===== src/rtl/bc_pkg.sv =====
// rtl/bc_pkg.sv - shared types and odometer helper for the bulls-and-cows guesser
package bc_pkg;

  typedef logic [3:0] digit_t;
  typedef digit_t [3:0] code_t;

  typedef struct packed {
    logic [2:0] a;
    logic [2:0] b;
  } score_t;

  typedef enum logic [2:0] {IDLE, SEARCH, OFFER, WAIT_SCORE, DONE} state_t;

  typedef struct packed {
    logic  exhausted;
    code_t code;
  } next_t;

  localparam digit_t DIGIT_MIN = 4'd1;
  localparam digit_t DIGIT_MAX = 4'd9;

  // Next distinct-digit code after c in odometer order; repeats are jumped over
  // in one step by bumping the lowest digit that can grow and refilling the
  // digits below it with the smallest unused values.
  function automatic next_t next_distinct(input code_t c);
    next_t       r;
    logic [15:0] used;
    logic        hit;
    digit_t      v;
    r.code      = c;
    r.exhausted = 1'b1;
    for (int p = 0; p < 4; p++) begin
      if (r.exhausted) begin
        used = '0;
        for (int q = 0; q < 4; q++) begin
          if (q > p) used[c[2'(q)]] = 1'b1;
        end
        hit = 1'b0;
        v   = '0;
        for (int d = int'(DIGIT_MAX); d >= int'(DIGIT_MIN); d--) begin
          if ((4'(d) > c[2'(p)]) && !used[4'(d)]) begin
            hit = 1'b1;
            v   = 4'(d);
          end
        end
        if (hit) begin
          r.exhausted     = 1'b0;
          r.code[2'(p)]   = v;
          used[v]         = 1'b1;
          for (int q = 3; q >= 0; q--) begin
            if (q < p) begin
              v = '0;
              for (int d = int'(DIGIT_MAX); d >= int'(DIGIT_MIN); d--) begin
                if (!used[4'(d)]) v = 4'(d);
              end
              r.code[2'(q)] = v;
              used[v]       = 1'b1;
            end
          end
        end
      end
    end
    return r;
  endfunction

endpackage


===== src/rtl/bulls_cows_score.sv =====
// rtl/bulls_cows_score.sv - combinational A/B scorer of a candidate against one stored guess
module bulls_cows_score
  import bc_pkg::*;
(
  input  code_t  cand,
  input  code_t  guess,
  output score_t score
);

  // Count same-position matches as A and cross-position matches as B
  always_comb begin
    score = '0;
    for (int i = 0; i < 4; i++) begin
      for (int j = 0; j < 4; j++) begin
        if (cand[2'(i)] == guess[2'(j)]) begin
          if (i == j) score.a = score.a + 3'd1;
          else        score.b = score.b + 3'd1;
        end
      end
    end
  end

endmodule


===== src/rtl/bulls_cows_guesser.sv =====
// rtl/bulls_cows_guesser.sv - automatic codebreaker offering consistent guesses to a scorer
module bulls_cows_guesser
  import bc_pkg::*;
#(
  parameter int          MAX_GUESSES = 10,
  parameter logic [15:0] FIRST_GUESS = 16'h1234
)
(
  input  logic        clk,
  input  logic        rst_n,
  input  logic        start,
  output logic        guess_valid,
  output logic [15:0] guess_data,
  input  logic        guess_ready,
  input  logic        score_valid,
  input  logic [2:0]  score_a,
  input  logic [2:0]  score_b,
  output logic        busy,
  output logic        solved,
  output logic        fail,
  output logic [3:0]  guess_count
);

  localparam logic [3:0] MAX_CNT = 4'(MAX_GUESSES);

  state_t                 state, state_next;
  code_t                  cand;
  next_t                  nxt;
  code_t                  hist_code  [MAX_GUESSES];
  score_t                 hist_score [MAX_GUESSES];
  logic [MAX_GUESSES-1:0] hist_valid;
  logic [MAX_GUESSES-1:0] match;
  logic                   consistent;
  logic [3:0]             score_sum;

  logic clear_game, load_offer, accept, store_score, advance, set_solved, set_fail;

  assign nxt       = next_distinct(cand);
  assign score_sum = {1'b0, score_a} + {1'b0, score_b};
  assign busy      = (state == SEARCH) || (state == OFFER) || (state == WAIT_SCORE);

  // The candidate is scored against every history slot at once; empty slots always agree
  for (genvar k = 0; k < MAX_GUESSES; k++) begin : g_check
    score_t s;
    bulls_cows_score u_score (
      .cand  (cand),
      .guess (hist_code[k]),
      .score (s)
    );
    assign match[k] = !hist_valid[k] || (s == hist_score[k]);
  end

  assign consistent = &match;

  // State register
  always_ff @(posedge clk or negedge rst_n) begin
    if (!rst_n) state <= IDLE;
    else        state <= state_next;
  end

  // Next-state and datapath strobes; start aborts any game from any state
  always_comb begin
    state_next  = state;
    clear_game  = 1'b0;
    load_offer  = 1'b0;
    accept      = 1'b0;
    store_score = 1'b0;
    advance     = 1'b0;
    set_solved  = 1'b0;
    set_fail    = 1'b0;
    if (start) begin
      clear_game = 1'b1;
      state_next = SEARCH;
    end else begin
      case (state)
        SEARCH: begin
          if (consistent) begin
            load_offer = 1'b1;
            state_next = OFFER;
          end else if (nxt.exhausted) begin
            set_fail   = 1'b1;
            state_next = DONE;
          end else begin
            advance = 1'b1;
          end
        end
        OFFER: begin
          if (guess_ready) begin
            accept     = 1'b1;
            state_next = WAIT_SCORE;
          end
        end
        WAIT_SCORE: begin
          if (score_valid) begin
            store_score = 1'b1;
            if (score_a == 3'd4 && score_b == 3'd0) begin
              set_solved = 1'b1;
              state_next = DONE;
            end else if (score_sum > 4'd4 || score_a == 3'd4) begin
              set_fail   = 1'b1;
              state_next = DONE;
            end else if (guess_count == MAX_CNT || nxt.exhausted) begin
              set_fail   = 1'b1;
              state_next = DONE;
            end else begin
              advance    = 1'b1;
              state_next = SEARCH;
            end
          end
        end
        default: ;
      endcase
    end
  end

  // Candidate, offered guess, history and game flags
  always_ff @(posedge clk or negedge rst_n) begin
    if (!rst_n) begin
      cand        <= code_t'(FIRST_GUESS);
      guess_valid <= 1'b0;
      guess_data  <= '0;
      guess_count <= '0;
      solved      <= 1'b0;
      fail        <= 1'b0;
      hist_valid  <= '0;
      for (int k = 0; k < MAX_GUESSES; k++) begin
        hist_code[k]  <= '0;
        hist_score[k] <= '0;
      end
    end else if (clear_game) begin
      cand        <= code_t'(FIRST_GUESS);
      guess_valid <= 1'b0;
      guess_count <= '0;
      solved      <= 1'b0;
      fail        <= 1'b0;
      hist_valid  <= '0;
    end else begin
      if (advance) cand <= nxt.code;
      if (load_offer) begin
        guess_valid <= 1'b1;
        guess_data  <= cand;
      end
      if (accept) begin
        guess_valid <= 1'b0;
        guess_count <= guess_count + 4'd1;
        for (int k = 0; k < MAX_GUESSES; k++) begin
          if (4'(k) == guess_count) hist_code[k] <= cand;
        end
      end
      if (store_score) begin
        for (int k = 0; k < MAX_GUESSES; k++) begin
          if (4'(k) == guess_count - 4'd1) begin
            hist_score[k] <= score_t'({score_a, score_b});
            hist_valid[k] <= 1'b1;
          end
        end
      end
      if (set_solved) solved <= 1'b1;
      if (set_fail)   fail   <= 1'b1;
    end
  end

endmodule


===== config.mk =====
export PLATFORM = sky130hd
export DESIGN_NAME = bulls_cows_guesser
export DESIGN_NICKNAME = d
export VERILOG_FILES = /design/src/rtl/bc_pkg.sv /design/src/rtl/bulls_cows_score.sv /design/src/rtl/bulls_cows_guesser.sv
export SDC_FILE = /design/constraint.sdc
export NUM_CORES = 1
export LEC_CHECK = 0
export CORE_MARGIN = 10
export CORE_UTILIZATION = 30
export DETAILED_ROUTE_END_ITERATION = 10
export PLACE_DENSITY = 0.56
export SETUP_SLACK_MARGIN = 0.5
export SKIP_CTS_REPAIR_TIMING = 1
export SYNTH_ARGS = -nofsm -noshare
export SYNTH_HDL_FRONTEND = slang
export SYNTH_SLANG_ARGS = --single-unit

===== constraint.sdc =====
create_clock -name clk -period 5.38 [get_ports clk]
set_input_delay 1.076 -clock clk [delete_from_list [all_inputs] [get_ports clk]]
set_output_delay 1.076 -clock clk [all_outputs]
set_load 0.1 [all_outputs]

; After elaboration in Yosys (flattened, before gate mapping)
; Cells that the tools add are included.
[totals]
inputBits = 11
reg_bits = 192
word_cells = 619
output_inout_bits = 24
[classes]
reduce_logical = 96
n_addsub = 113
n_eq_ne = 99
bitwise_logic = 1
muxes = 231
order_cmp = 19
[op_table]
columns = op, count
row1 = two-way mux 3 bit, 115
row2 = adder 3 x 1 -> 3 bit (second input constant), 100
row3 = == test 4 bit, 40
row4 = two-way mux 4 bit, 28
row5 = == test 4 bit (first input constant), 24
row6 = two-way mux 1 bit, 67
row7 = AND reduction 3 bit, 21
row8 = == test 6 bit, 10
row9 = two-way mux 6 bit, 10
row10 = == test 3 x 4 -> 1 bit (first input constant), 8
row11 = > comparator 3 x 4 -> 1 bit (first input constant), 8
row12 = nonzero test 2 bit, 16
row13 = two-way mux 8 bit, 3
row14 = AND reduction 2 bit, 11
row15 = adder 1 x 1 -> 2 bit (second input constant), 10
row16 = two-way mux 10 bit, 2
row17 = logical NOT 1 bit, 17
row18 = == test 2 x 4 -> 1 bit (first input constant), 4
row19 = > comparator 2 x 4 -> 1 bit (first input constant), 4
row20 = two-way mux 16 bit, 1
row21 = logical OR 1 bit, 14
row22 = == test 4 bit (second input constant), 3
row23 = logical AND 1 bit, 10
row24 = less-than comparator 4 x 5 -> 1 bit (second input constant), 2
row25 = other kinds (23), 31

; Depth between registers and ports, before layout
[logic_depth]
word_depth = 32
mapped_depth = 13

; Cells and area by module
; From an unflattened synthesis, not the netlist that was laid out.
[hier_totals]
cells_unflattened = 950
area_unflattened_um2 = 10495.1
[by_module_without_submodules]
columns = module, cells_per_inst, area_each_um2, n_inst, seq_area_each_um2
row1 = bulls_cows_guesser, 700, 8155.3, 1, 4409.2
row2 = bulls_cows_score, 25, 234.0, 10, 0.0

; Worst setup path before layout
; Ideal clock, no wire load.
[synth_timing]
path_type = reg-to-reg
startpoint = register cand[5] (netlist bit)
endpoint = register guess_data[12]
setup_time_ns = 0.126
t_required_ns = 5.254
path_buffers = 3
stages_incl_launch_ff = 14
arrival_ns = 4.345
setup_slack_ns = 0.909
path_cell_list = dfstp_2 -> buf_1 -> clkbuf_1 -> buf_1 -> xor2_1 -> nor3_1 -> ha_1 -> xor2_1 -> a2111o_1 -> o41a_1 -> a2111oi_4 -> nand4_2 -> nor2_4 -> mux2_2
[synth_between]
elab_chain_cells = 22
word_cells_on_any_way = 186
cone_classes = add/sub: 60 / eq/ne: 31 / mux: 83 / reduce/logical: 12
[synth_lines]
columns = element, line_no
row1 = from (decl), bulls_cows_guesser.sv:27  ; code_t cand;
row2 = from (signal assigned), bulls_cows_guesser.sv:119  ; cand <= code_t'(FIRST_GUESS);
row3 = from (signal assigned), bulls_cows_guesser.sv:131  ; cand <= code_t'(FIRST_GUESS);
row4 = from (signal assigned), bulls_cows_guesser.sv:138  ; if (advance) cand <= nxt.code;
row5 = == test 4 bit, bulls_cows_score.sv:15  ; if (cand[2'(i)] == guess[2'(j)]) begin
row6 = two-way mux 3 bit, bulls_cows_score.sv:15
row7 = two-way mux 6 bit, bulls_cows_score.sv:15
row8 = adder 3 x 1 -> 3 bit, bulls_cows_score.sv:17  ; else score.b = score.b + 3'd1;
row9 = two-way mux 3 bit, bulls_cows_score.sv:15
row10 = adder 3 x 1 -> 3 bit, bulls_cows_score.sv:17
row11 = two-way mux 3 bit, bulls_cows_score.sv:15
row12 = adder 3 x 1 -> 3 bit, bulls_cows_score.sv:17
row13 = (+6 left out), --
row14 = two-way mux 3 bit, bulls_cows_score.sv:15
row15 = == test 6 bit, bulls_cows_guesser.sv:50  ; assign match[k] = !hist_valid[k] || (s == hist_score[k]);
row16 = logical OR 1 bit, bulls_cows_guesser.sv:50
row17 = AND reduction 10 bit (*), bulls_cows_guesser.sv:53  ; assign consistent = &match;
row18 = two-way mux 1 bit (*), bulls_cows_guesser.sv:77  ; if (consistent) begin
row19 = two-way mux 1 bit (*), bulls_cows_guesser.sv:75  ; case (state)
row20 = two-way mux 1 bit (*), bulls_cows_guesser.sv:71  ; if (start) begin
row21 = AND reduction 2 bit (no line) (*), --
row22 = to (signal assigned), bulls_cows_guesser.sv:141  ; guess_data <= cand;
row23 = to (decl), bulls_cows_guesser.sv:13  ; output logic [15:0] guess_data,
; Mark *: on every way between the ends. The rest lies on a longest branch, timed or not.
; A chain may end at the register's enable or synchronous reset.

; Worst setup path after layout
[layout_timing]
startpoint = register cand[0] (netlist bit)
endpoint = register guess_data[12]
[layout_between]
elab_chain_cells = 28
word_cells_on_any_way = 266
cone_classes = add/sub: 100 / eq/ne: 31 / mux: 123 / reduce/logical: 12
[layout_lines]
columns = element, line_no
row1 = == test 4 bit, bulls_cows_score.sv:15
row2 = two-way mux 3 bit, bulls_cows_score.sv:15
row3 = adder 3 x 1 -> 3 bit, bulls_cows_score.sv:17
row4 = two-way mux 3 bit, bulls_cows_score.sv:15
row5 = adder 3 x 1 -> 3 bit, bulls_cows_score.sv:17
row6 = two-way mux 3 bit, bulls_cows_score.sv:15
row7 = adder 3 x 1 -> 3 bit, bulls_cows_score.sv:17
row8 = two-way mux 3 bit, bulls_cows_score.sv:15
row9 = (+12 left out), --
row10 = two-way mux 3 bit, bulls_cows_score.sv:15
row11 = == test 6 bit, bulls_cows_guesser.sv:50
row12 = logical OR 1 bit, bulls_cows_guesser.sv:50
row13 = AND reduction 10 bit (*), bulls_cows_guesser.sv:53
row14 = two-way mux 1 bit (*), bulls_cows_guesser.sv:77
row15 = two-way mux 1 bit (*), bulls_cows_guesser.sv:75
row16 = two-way mux 1 bit (*), bulls_cows_guesser.sv:71
row17 = AND reduction 2 bit (no line) (*), --
; Marks and branches as above.

==> impl_metrics.py <==
metrics = {
    "synthesis": {
        "synth.largest_area_cell": "dfrtp_1",
        "synth-edff-count": 0,
        "yosysWarnings": 0,
        "synth-seq-cells": 166,
        "yosys-top-cells-area": "dfrtp_1 41%, mux2_2 13%, xor2_1 13%, ha_1 6.4%, xnor2_1 3.6%",
        "synth_top_area_share_pct": 41.2,
        "ys_seq_area_share_pct": 42.3,
        "syn_inst": 893,
        "synthDistinctLibCells": 68,
        "async_reset_ff_share_pct": 100,
        "synthFlopType": "dfrtp_1",
        "netlist_area_um2": 9840,
        "syn_avg_cell_area_um2": 11.0,
    },
    "placed_design": {
        "post-place-ws_ns": 0.995,
        "gp_congestion": 0.794,
        "port_buffers": 27,
        "dp_hpwl_mm": 16.2,
    },
    "global_routing": {
        "track_usage_pct": 11.9,
        "grt_pass1_wl_mm": 38.5,
        "grt_start_max_net_pins": 101,
        "antenna_found_initial": 0,
        "first_global_vias": 6698,
        "gr-total-overflow": 0,
    },
    "die": {
        "num_io_pins": 35,
        "die_w_um": 201,
        "coreArea_um2": 32500,
        "dieArea_um2": 40500,
        "rows": 66,
        "die-height_um": 201,
        "start_util_pct": 30.3,
    },
    "timing": {
        "fmax_mhz": 237,
        "drv_slew": 0,
        "setup_slack_ns": 1.16,
        "rsz0062_at_grt": "no",
        "setup_tns_ns": 0,
        "hold_violations": 0,
        "finalCritPeriodShare_pct": 78.5,
        "max_slew_margin_pct": 34.0,
        "fin_crit_ns": 4.22,
        "tightest_slew_ns": 0.987,
        "finClkSkew_ns": 0.0116,
        "setup_violations": 0,
    },
    "setup_path": {
        "start_kind": "register",
        "required_ns": 5.70,
        "path_max_fanout": 19,
        "end_kind": "register",
        "crit_type": "reg2reg",
        "crit_arrival_ns": 4.54,
    },
    "routing": {
        "drt_iter0_drc": 300,
        "wl_per_cell_um": 17.5,
        "vias": 6414,
        "drt_pass1_iterations": 4,
        "routed_wl_mm": 23.7,
        "drcViolationCount": 0,
        "via_per_inst": 4.72,
        "antenna_left": 0,
    },
    "clock_network": {
        "cts_buffer_depth": 2,
        "clock_latency_ns": 0.44,
        "clkTransAtPathRegs_ns": 0.07,
        "htree_levels": 4,
        "cts-root-buf": "clkbuf_16",
        "cts_tree": "built",
        "cts_inserted_buffers": 17,
        "cts_sinks": 166,
    },
    "final_layout": {
        "drive_above_1_share_pct": 20.3,
        "nets": 965,
        "syn2layout_area_growth_pct": 13.4,
        "diodes": 0,
    },
    "power": {
        "power_frac_seq_pct": 41.8,
        "power.share.clock_pct": 38.8,
        "p_int_mw": 2.25,
        "switchingPower_mw": 1.02,
        "leakagePower_nw": 5.62,
        "vdd_drop_max_mv": 0.228,
        "power_density_nw_per_um2": 293,
        "p_comb_share_pct": 19.4,
        "swShare_pct": 31.3,
    },
    "worst_hold_path": {
        "hp-class": "reg2reg",
    },
    "outcome": {
        "status": "completed",
    },
    "run": {
        "maxCapViolations": 0,
    },
}
-- flip-flops by register name (all words and copies together), names as in the netlist --
signal / flops
cand: 8
fail: 1
guess_count: 4
guess_data: 8
guess_valid: 1
hist_code: 70
hist_score: 60
hist_valid: 10
solved: 1
state: 3
-- stage by stage --
stage | area (µm²) | total power, mW | utilization, % | cells | hold WS, ns
2_1_floorplan | 9860 | 1.87 | - | 899 | 0.453
3_3_place_gp | 10600 | 2.03 | 32.5 | 1326 | 0.467
3_5_place_dp | 10600 | 2.03 | 32.5 | 1326 | 0.471
4_1_cts | 11200 | 3.31 | 34.4 | 1358 | 0.487
5_1_grt | 11200 | 3.43 | 34.4 | 1358 | 0.495
6_report | 11200 | 3.27 | 34.4 | 1358 | 0.484
-- power by group through the flow --
| stage | combinational (mW) | clock [mW] | sequential, mW |
|---|---|---|---|
| floorplan | 0.439 | 0 | 1.43 |
| global placement | 0.637 | 0 | 1.39 |
| detailed placement | 0.638 | 0 | 1.39 |
| CTS | 0.642 | 1.30 | 1.37 |
| global route | 0.693 | 1.36 | 1.38 |
| finish | 0.633 | 1.27 | 1.37 |
-- metal layers --
metal,routed length [µm],share of wire [%],track usage (%)
met5,0,0,0
met4,364,1.5,3.84
met3,744,3.1,2.33
met2,11500,48,19.3
met1,11100,47,15.6
-- final timing paths --
kind,from,endpoint,slack [ns],cells past startpoint
worst max-delay path,cand[0],guess_data[12],1.16,11
max in group asynchronous,rst_n,cand[4],3.60,2
min in group asynchronous,rst_n,guess_data[12],0.70,1
worst max register to register,cand[0],guess_data[12],1.16,11
worst min register to register,hist_valid[0],hist_valid[0],0.48,1
worst min-delay path,hist_valid[0],hist_valid[0],0.48,1
-- cell families after synthesis --
logic type	count (synthesis)	share of synthesized area [%]
AO/OA/AOI/OAI	102	7.46
XOR/XNOR	182	16.3
adder cells (fa/ha/maj)	51	6.56
buffers and inverters	101	4.26
flip-flops	166	42.3
multiplexers	118	13.5
other	1	0.0381
AND/OR/NAND/NOR	172	9.61
-- synthesized netlist by cell type, drive strengths merged (6+ instances only) --
master / n
inv: 42
and3: 10
a21o: 11
ha: 50
nor2: 19
xnor2: 40
nor3: 12
nand2b: 8
o41ai: 6
buf: 16
nand2: 48
nand3: 12
a21oi: 13
mux2: 116
xor2: 141
or4: 12
dfrtp: 162
o21ai: 29
clkbuf: 43
nor4: 23
nor2b: 9
-- critical path, stage by stage (launching register included) --
cell	delay (ns)
dfrtp_2	0.61
xor2_1	0.25
nor4_1	0.58
inv_1	0.15
ha_1	0.25
xnor2_1	0.19
xnor2_1	0.09
or4_4	0.53
a2111oi_4	0.55
nand4_2	0.22
nor2_4	0.28
mux2_2	0.37
-- cell usage in the layout (no fill, tap or decap), types with 12 or more instances in the layout --
master and instances:
mux2_2 116, clkdlybuf4s50_1 26, a21oi_1 13, ha_1 50
xnor2_1 40, xor2_1 141, nand2_1 48, inv_1 42
dfrtp_1 160, o21ai_0 29, clkbuf_16 17, buf_4 17
nor3_1 12, nor2_1 18, nor4_1 23
-- layout make-up --
cell class              count  area, µm²
fillers                  3219      21300
multi-input cells         632       5290
flip-flops and latches    166       4160
well taps                 442        553
clock buffers              18        439
repair buffers             44        399
clock inverters            14        164
inverters                  42        158
No activity file was read; power rests on OpenSTA's default activity.
